File: config.mk
export PLATFORM = sky130hd
export DESIGN_NAME = ctrl_pipeline
export DESIGN_NICKNAME = d
export VERILOG_FILES = /design/src/rtl/ctrl_pkg.sv /design/src/rtl/ctrl_pipeline_decode.sv /design/src/rtl/ctrl_pipeline.sv
export SDC_FILE = /design/constraint.sdc
export NUM_CORES = 1
export LEC_CHECK = 0
export ABC_AREA = 1
export CAP_MARGIN = 20
export CELL_PAD_IN_SITES_DETAIL_PLACEMENT = 1
export CELL_PAD_IN_SITES_GLOBAL_PLACEMENT = 1
export CORE_ASPECT_RATIO = 1.75
export CORE_MARGIN = 2
export CORE_UTILIZATION = 47
export DETAILED_ROUTE_END_ITERATION = 6
export DONT_BUFFER_PORTS = 1
export GPL_TIMING_DRIVEN = 0
export HOLD_SLACK_MARGIN = 0.02
export PLACE_DENSITY = 0.84
export SLEW_MARGIN = 30
export SYNTH_ARGS = -nofsm -noshare
export SYNTH_HDL_FRONTEND = slang
export SYNTH_SLANG_ARGS = --single-unit
File: constraint.sdc
create_clock -name clk -period 1.9 [get_ports clk]
set_input_delay 0.285 -clock clk [delete_from_list [all_inputs] [get_ports clk]]
set_output_delay 0.285 -clock clk [all_outputs]
set_load 0.1 [all_outputs]
File: src/rtl/ctrl_pkg.sv
// Shared opcode, ALU-op and control-bundle definitions
// for the control pipeline and its decoder.
package ctrl_pkg;

  localparam int OP_W = 5;

  localparam logic [4:0] OP_HALT   = 5'b00000;
  localparam logic [4:0] OP_NOP    = 5'b00001;
  localparam logic [4:0] OP_ST     = 5'b10000;
  localparam logic [4:0] OP_LD     = 5'b10001;
  localparam logic [4:0] OP_STU    = 5'b10011;
  localparam logic [4:0] OP_RSHIFT = 5'b11010;
  localparam logic [4:0] OP_RARITH = 5'b11011;
  localparam logic [4:0] OP_SRCLESS = 5'b11000;

  localparam logic [2:0] ALU_ADD  = 3'b000;
  localparam logic [2:0] ALU_XOR  = 3'b010;
  localparam logic [2:0] ALU_ANDN = 3'b011;

  localparam logic [1:0] SRC_REG = 2'b00;
  localparam logic [1:0] SRC_IMM = 2'b10;
  localparam logic [1:0] SRC_SET = 2'b11;

  typedef struct packed {
    logic [2:0] aluOp;
    logic       invA;
    logic       invB;
    logic       cin;
    logic [1:0] aluSrc;
    logic       zeroExt;
    logic [1:0] brControl;
    logic       jump;
    logic       memRead;
    logic       memWrite;
    logic       regWrite;
    logic       memToReg;
    logic       halt;
  } ctrl_t;

  function automatic ctrl_t aluArith(input logic [1:0] sel);
    ctrl_t c;
    c = '0;
    unique case (sel)
      2'b00: c.aluOp = ALU_ADD;
      2'b01: begin
        c.aluOp = ALU_ADD;
        c.invA  = 1'b1;
        c.cin   = 1'b1;
      end
      2'b10: c.aluOp = ALU_XOR;
      default: begin
        c.aluOp = ALU_ANDN;
        c.invB  = 1'b1;
      end
    endcase
    return c;
  endfunction

  function automatic ctrl_t aluShift(input logic [1:0] sel);
    ctrl_t c;
    c = '0;
    c.aluOp = {1'b1, sel};
    return c;
  endfunction

  // 00xxx and 11000 carry no rs operand
  function automatic logic readsRs(input logic [4:0] op);
    return (op[4:3] != 2'b00) && (op != OP_SRCLESS);
  endfunction

  function automatic logic readsRt(input logic [4:0] op);
    return (op == OP_RARITH) || (op == OP_RSHIFT) ||
           (op == OP_ST) || (op == OP_STU) ||
           (op[4:2] == 3'b111);
  endfunction

endpackage

File: src/rtl/ctrl_pipeline_decode.sv
// Combinational opcode-to-control table.
// Unlisted opcodes decode to an all-zero bundle.
module ctrl_decode
  import ctrl_pkg::*;
(
  input  logic [4:0] opcode,
  input  logic [1:0] funct,
  output ctrl_t      ctrl
);

  always_comb begin
    ctrl = '0;
    unique casez (opcode)
      5'b010??: begin
        ctrl          = aluArith(opcode[1:0]);
        ctrl.aluSrc   = SRC_IMM;
        ctrl.zeroExt  = opcode[2];
        ctrl.regWrite = 1'b1;
      end
      5'b101??: begin
        ctrl          = aluShift(opcode[1:0]);
        ctrl.aluSrc   = SRC_IMM;
        ctrl.regWrite = 1'b1;
      end
      OP_RARITH: begin
        ctrl          = aluArith(funct);
        ctrl.aluSrc   = SRC_REG;
        ctrl.regWrite = 1'b1;
      end
      OP_RSHIFT: begin
        ctrl          = aluShift(funct);
        ctrl.aluSrc   = SRC_REG;
        ctrl.regWrite = 1'b1;
      end
      OP_LD: begin
        ctrl.aluSrc   = SRC_IMM;
        ctrl.memRead  = 1'b1;
        ctrl.memToReg = 1'b1;
        ctrl.regWrite = 1'b1;
      end
      OP_ST: begin
        ctrl.aluSrc   = SRC_IMM;
        ctrl.memWrite = 1'b1;
      end
      OP_STU: begin
        ctrl.aluSrc   = SRC_IMM;
        ctrl.memWrite = 1'b1;
        ctrl.regWrite = 1'b1;
      end
      5'b011??: ctrl.brControl = opcode[1:0];
      5'b111??: begin
        ctrl.aluSrc   = SRC_SET;
        ctrl.regWrite = 1'b1;
      end
      5'b001??: begin
        ctrl.jump     = 1'b1;
        ctrl.regWrite = opcode[1];
      end
      OP_HALT: ctrl.halt = 1'b1;
      default: ctrl = '0;
    endcase
  end

endmodule

File: src/rtl/ctrl_pipeline.sv
// Control pipeline: ID -> EX -> MEM_1..MEM_LAT -> WB
// stage registers with load-use hazard and halt handling.
module ctrl_pipeline
  import ctrl_pkg::*;
#(
  parameter int REG_W   = 3,
  parameter int MEM_LAT = 1
) (
  input  logic             clk,
  input  logic             rst,
  input  logic             id_valid,
  input  logic [4:0]       id_opcode,
  input  logic [1:0]       id_funct,
  input  logic [REG_W-1:0] id_dest,
  input  logic [REG_W-1:0] id_rs,
  input  logic [REG_W-1:0] id_rt,
  input  logic             stall_in,
  input  logic             flush,
  output logic             id_stall,
  output logic             ex_valid,
  output logic [2:0]       ex_aluOp,
  output logic             ex_invA,
  output logic             ex_invB,
  output logic             ex_cin,
  output logic [1:0]       ex_aluSrc,
  output logic             ex_zeroExt,
  output logic [1:0]       ex_brControl,
  output logic             ex_jump,
  output logic             mem_valid,
  output logic             mem_read,
  output logic             mem_write,
  output logic             wb_valid,
  output logic             wb_regWrite,
  output logic             wb_memToReg,
  output logic [REG_W-1:0] wb_dest,
  output logic             halted
);

  // index 0 = EX, 1..MEM_LAT = MEM, MEM_LAT+1 = WB
  localparam int NST = MEM_LAT + 2;
  localparam int LM  = MEM_LAT;
  localparam int LW  = MEM_LAT + 1;

  ctrl_t decCtrl;
  logic [NST-1:0] stValid;
  ctrl_t [NST-1:0] stCtrl;
  logic [NST-1:0][REG_W-1:0] stDest;
  logic haltSeen;
  logic hazard;
  logic accept;

  ctrl_decode uDec (
    .opcode(id_opcode),
    .funct (id_funct),
    .ctrl  (decCtrl)
  );

  always_comb begin
    hazard = 1'b0;
    for (int s = 0; s <= LM; s++) begin
      if (id_valid && stValid[s] && stCtrl[s].regWrite &&
          ((readsRs(id_opcode) && stDest[s] == id_rs) ||
           (readsRt(id_opcode) && stDest[s] == id_rt)))
        hazard = 1'b1;
    end
  end

  assign id_stall = haltSeen | stall_in | flush | hazard;
  assign accept   = id_valid & ~id_stall;

  always_ff @(posedge clk) begin
    if (rst) begin
      stValid  <= '0;
      stCtrl   <= '0;
      stDest   <= '0;
      haltSeen <= 1'b0;
      halted   <= 1'b0;
    end else begin
      if (stValid[LW] && stCtrl[LW].halt)
        halted <= 1'b1;
      if (accept && decCtrl.halt)
        haltSeen <= 1'b1;
      // flush squashes EX even while the rest is frozen
      if (flush || !stall_in) begin
        stValid[0] <= accept;
        stCtrl[0]  <= accept ? decCtrl : '0;
        stDest[0]  <= accept ? id_dest : '0;
      end
      if (!stall_in) begin
        for (int s = 1; s < NST; s++) begin
          stValid[s] <= stValid[s-1];
          stCtrl[s]  <= stCtrl[s-1];
          stDest[s]  <= stDest[s-1];
        end
      end
    end
  end

  assign ex_valid     = stValid[0];
  assign ex_aluOp     = stValid[0] ? stCtrl[0].aluOp : '0;
  assign ex_invA      = stValid[0] & stCtrl[0].invA;
  assign ex_invB      = stValid[0] & stCtrl[0].invB;
  assign ex_cin       = stValid[0] & stCtrl[0].cin;
  assign ex_aluSrc    = stValid[0] ? stCtrl[0].aluSrc : '0;
  assign ex_zeroExt   = stValid[0] & stCtrl[0].zeroExt;
  assign ex_brControl = stValid[0] ? stCtrl[0].brControl : '0;
  assign ex_jump      = stValid[0] & stCtrl[0].jump;

  assign mem_valid = stValid[LM];
  assign mem_read  = stValid[LM] & stCtrl[LM].memRead;
  assign mem_write = stValid[LM] & stCtrl[LM].memWrite;

  assign wb_valid    = stValid[LW];
  assign wb_regWrite = stValid[LW] & stCtrl[LW].regWrite;
  assign wb_memToReg = stValid[LW] & stCtrl[LW].memToReg;
  assign wb_dest     = stValid[LW] ? stDest[LW] : '0;

endmodule

Word level (Yosys, flattened, before mapping) --
Index checks and enable logic that the tools add are counted.
Cells by class: bitwise logic cells 14, magnitude comparators 0, eq/ne operators 19, reduce and logical (&&, ||, !) cells 32, $add $sub $neg 0, mux-type cells 23, divide/modulo/power cells 0, shifts and indexed selects 0, multipliers 0
Operator list (count):
- $eq 5x5->1 const B | 5
- $pmux 6 s4 | 1
- $mux 17 | 1
- $logic_and 1x1->1 | 13
- $eq 3x3->1 | 4
- $pmux 2 s2 | 3
- $mux 1 | 11
- $and 1x1->1 | 10
- $mux 3 | 3
- $logic_or 1x1->1 | 7
- $reduce_or 7->1 | 1
- $eq 3x2->1 const B | 2
- $eq 3x3->1 const B | 2
- $mux 2 | 3
- $reduce_or 2->1 | 3
- $reduce_or 3->1 | 2
- $logic_not 5->1 | 1
- $ne 5x5->1 const B | 1
- $reduce_or 5->1 | 1
- $eq 2x1->1 const B | 2
- $eq 2x2->1 const B | 2
- $logic_not 2->1 | 2
- $eq 3x1->1 const B | 1
- $or 1x1->1 | 3
- other kinds (4) | 4
Storage, ports and cells: bits in registers 39, word-level logic and storage cells 116, memories 0, memory bits (read-only) 0, bits in latches 0, bits in writable memories 0, input port bits 21, output and inout port bits 24

Logic depth before layout (Yosys ltp) --
depth after elaboration 14, gate-level depth with buffers 10, mapped depth without buffers 9

By module --
A second synthesis with hierarchy kept.
Second synthesis, totals: cells, all modules 326, area total of the unflattened synthesis 2152.1 µm²
Modules (own cells, without submodules):
- ctrl_pipeline | area each 1854.3 µm², seq. area each 780.7 µm², instances 1, cells each 264
- ctrl_decode | area each 297.8 µm², seq. area each 0.0 µm², instances 1, cells each 62

Least setup slack after synthesis --
Ideal clock, no wire load.
kind register -> output, from reg stValid[0], to out ex_invA, arrival time 2.436 ns, path buffers 2, path slack -0.821 ns, stages on the path, launching flop included 5, data required time 1.615 ns, cells stage by stage dfxtp_1 clkbuf_1 nand2_1 inv_1 buf_4
On the way: word-level cells in the longest chain between the ends 1
RTL lines:
- start: declaration | RTL line ctrl_pipeline.sv:45 | logic [NST-1:0] stValid;
- start signal: assignment | RTL line ctrl_pipeline.sv:85 | stValid[0] <= accept;
- start signal: indexed assignment | RTL line ctrl_pipeline.sv:91 | stValid[s] <= stValid[s-1];
- $and 1x1->1 | RTL line ctrl_pipeline.sv:101 | assign ex_invA = stValid[0] & stCtrl[0].invA;
- end: declaration | RTL line ctrl_pipeline.sv:22 | output logic ex_invA,
Every way passes these cells.

Worst setup path in the final report --
Ends and elaborated chain as after synthesis.

==> flow_summary.yaml <==
sta:
  layout_min_cycle_time_ps: 2100
  worst_slew_pin_slew_ps: 959
  finalSetupViolCount: 9
  fmax_mhz: 477
  finalHoldViolations: 0
  rsz0062_at_grt: "true"
  timing.final.ws_setup_ps: -197
  setup_tns_ps: -808
  timing.final.crit_share_pct: 110
  holdWs_ps: 167
  slew_headroom_pct: 36.0
  finalMaxSlewViolations: 0
  fin_skew_ps: 5.32
placed_design:
  hpwl_um: 4030
  portBuffers: 0
  gp_congestion: 0.775
  post-place-cells: 348
  postPlaceCellArea_um2: 2060
  preCtsSetupSlack_ps: -220
routing:
  viasPerCell: 5.38
  drtPass1Iterations: 4
  drc: 0
  num_vias: 1935
  wl_per_cell_um: 15.9
  ant_nets: 0
  routed_wl_um: 5710
  drt_iter0_markers: 36
layout:
  seq_area_um2: 732
  layout.nets: 331
  area_delta_synth_final_pct: 20.7
  final_area_um2: 2400
  final_util_pct: 58.3
  diodes: 0
  drive_above_1_share_pct: 22.2
  nFillCells: 553
  final_cells: 360
  multiInputGateArea_um2: 1100
hold_path:
  hp-class: "input port to flip-flop"
synth:
  synth_edf_count: 0
  syn-instance-count: 299
  synth.area.top_cells: "dfxtp_1 (36%), nand2_1 (18%), a21oi_1 (7.8%)"
  ys_types: 28
  synth_top_area_share_pct: 36.3
  ys_seq_area_share_pct: 36.3
  yosysWarnings: 0
  synth_nets: 320
  synth.cells.most_frequent: "nand2_1 (93), dfxtp_1 (36), inv_1 (35)"
  yosysMostFrequentCell: "nand2_1"
  ys_ff_latch: 36
  yosysTopAreaCell: "dfxtp_1"
  async_reset_ff_share_pct: 0
  synth_area_um2: 1990
  syn-mean-instance-area_um2: 6.64
  synth_flop_cell: "dfxtp_1"
worst_setup_path:
  crit_type: "flip-flop to primary output"
  crit_fanout: 6
  worst_setup_path_end_kind: "primary output"
  start_kind: "flip-flop"
  crit_arrival_ps: 1810
  critPathRequiredTime_ps: 1620
grt:
  overflow: 0
  grt_start_max_net_pins: 12
  grt_pass1_vias: 2002
  grt_pass1_wl_um: 9010
  grt_use_total_pct: 25.3
  antenna_found_initial: 0
floorplanning:
  core.rowCount: 31
  die-area_um2: 4780
  die_height_um: 90.0
  die_w_um: 53.1
  ios: 45
  initial_core_util_pct: 48.3
  coreArea_um2: 4110
cts:
  cts.reportedPaths.clkPinSlew_ps: 70
  insertion_delay_ps: 290
  hold_buffers: 0
  cts_tree: "yes"
  cts.sinks: 36
  cts_made_buffers: 5
  clockBufferDepth: 2
  clockRootBuffer: "clkbuf_8"
  htreeDepth: 2
power:
  vdd_drop_max_mv: 0.510
  fin_total_pwr_mw: 1.64
  p_leak_nw: 0.968
  power_density_nw_per_um2: 682
run_status:
  outcome: "finished, violations left"
  violations: "negative setup slack"
run:
  maxCapViolations: 0
[report_power, final]
part,leakage (nW),internal (mW),switching [mW]
Combinational,0.619,0.0617,0.129
Clock,0.0552,0.389,0.272
Sequential,0.294,0.763,0.0211
[critical path, stage by stage (launching register included)]
cell and delay, ps:
dfxtp_4 470, buf_8 180, nand2_4 50, clkinvlp_4 450, buf_12 360
[repair_timing]
item / 4_1_cts / 5_1_grt
endpoints found under the hold margin: 0 / 0
pin swaps: 2 / 3
cloned: 0 / 0
setup endpoints to repair: 17 / 16
buffers inserted: 3 / 3
gates resized for setup: 36 / 16
[path summary, 6_finish.rpt]
kind / from / to / slack [ps] / depth (start not counted)
worst max-delay path: stValid[0]$_SDFFE_PP0P_ / ex_invA / -200 / 4
worst min-delay path: id_dest[2] / stDest[2]$_SDFFE_PP0P_ / 170 / 2
worst max register to register: stValid[0]$_SDFFE_PP0P_ / stCtrl[10]$_SDFFE_PP0P_ / 210 / 8
worst min register to register: stCtrl[8]$_SDFFE_PP0P_ / stCtrl[8]$_SDFFE_PP0P_ / 450 / 2
[routing by layer]
layer	up-vias	GRT usage (%)	share of wire [%]
li1	968	-	-
met1	918	24.2	36
met2	38	48.4	58
met3	11	4.98	3.3
met4	0	10.5	2.4
met5	-	0	0
[registers in the layout, indices dropped and copies added, names as in the netlist]
signal / flops
haltSeen: 1
halted: 1
stValid: 3
stDest: 9
stCtrl: 22
[layout by cell type (no fill, tap or decap), drive strengths merged, types with 2 or more instances in the layout]
master,netlist,routed
nand3,13,13
buf,10,15
dfxtp,36,36
nand4,18,18
inv,37,19
clkbuf,7,12
xnor2,2,2
xor2,3,3
a211oi,6,6
clkinvlp,0,18
clkinv,2,3
nor2,26,26
nor3,2,2
nand2,98,98
a21oi,34,34
o21ai,3,3
[final cells by class]
class                   count  area share, %
clock inverters             2           1.46
plain buffers              17           5.53
multi-input cells         207           46.0
clock buffers               6           3.03
inverters                  39           9.13
well taps                  49           2.56
repair buffers              4           1.72
flip-flops and latches     36           30.5
[cell families after synthesis]
kind of cell	share of synthesized area (%)
AOI/OAI and AO/OA	12.5
xor gates and xnor gates	2.21
buffers and inverters	13.1
DFF	36.3
and+or+nand+nor	35.9
(Power assumes the default switching activity.)
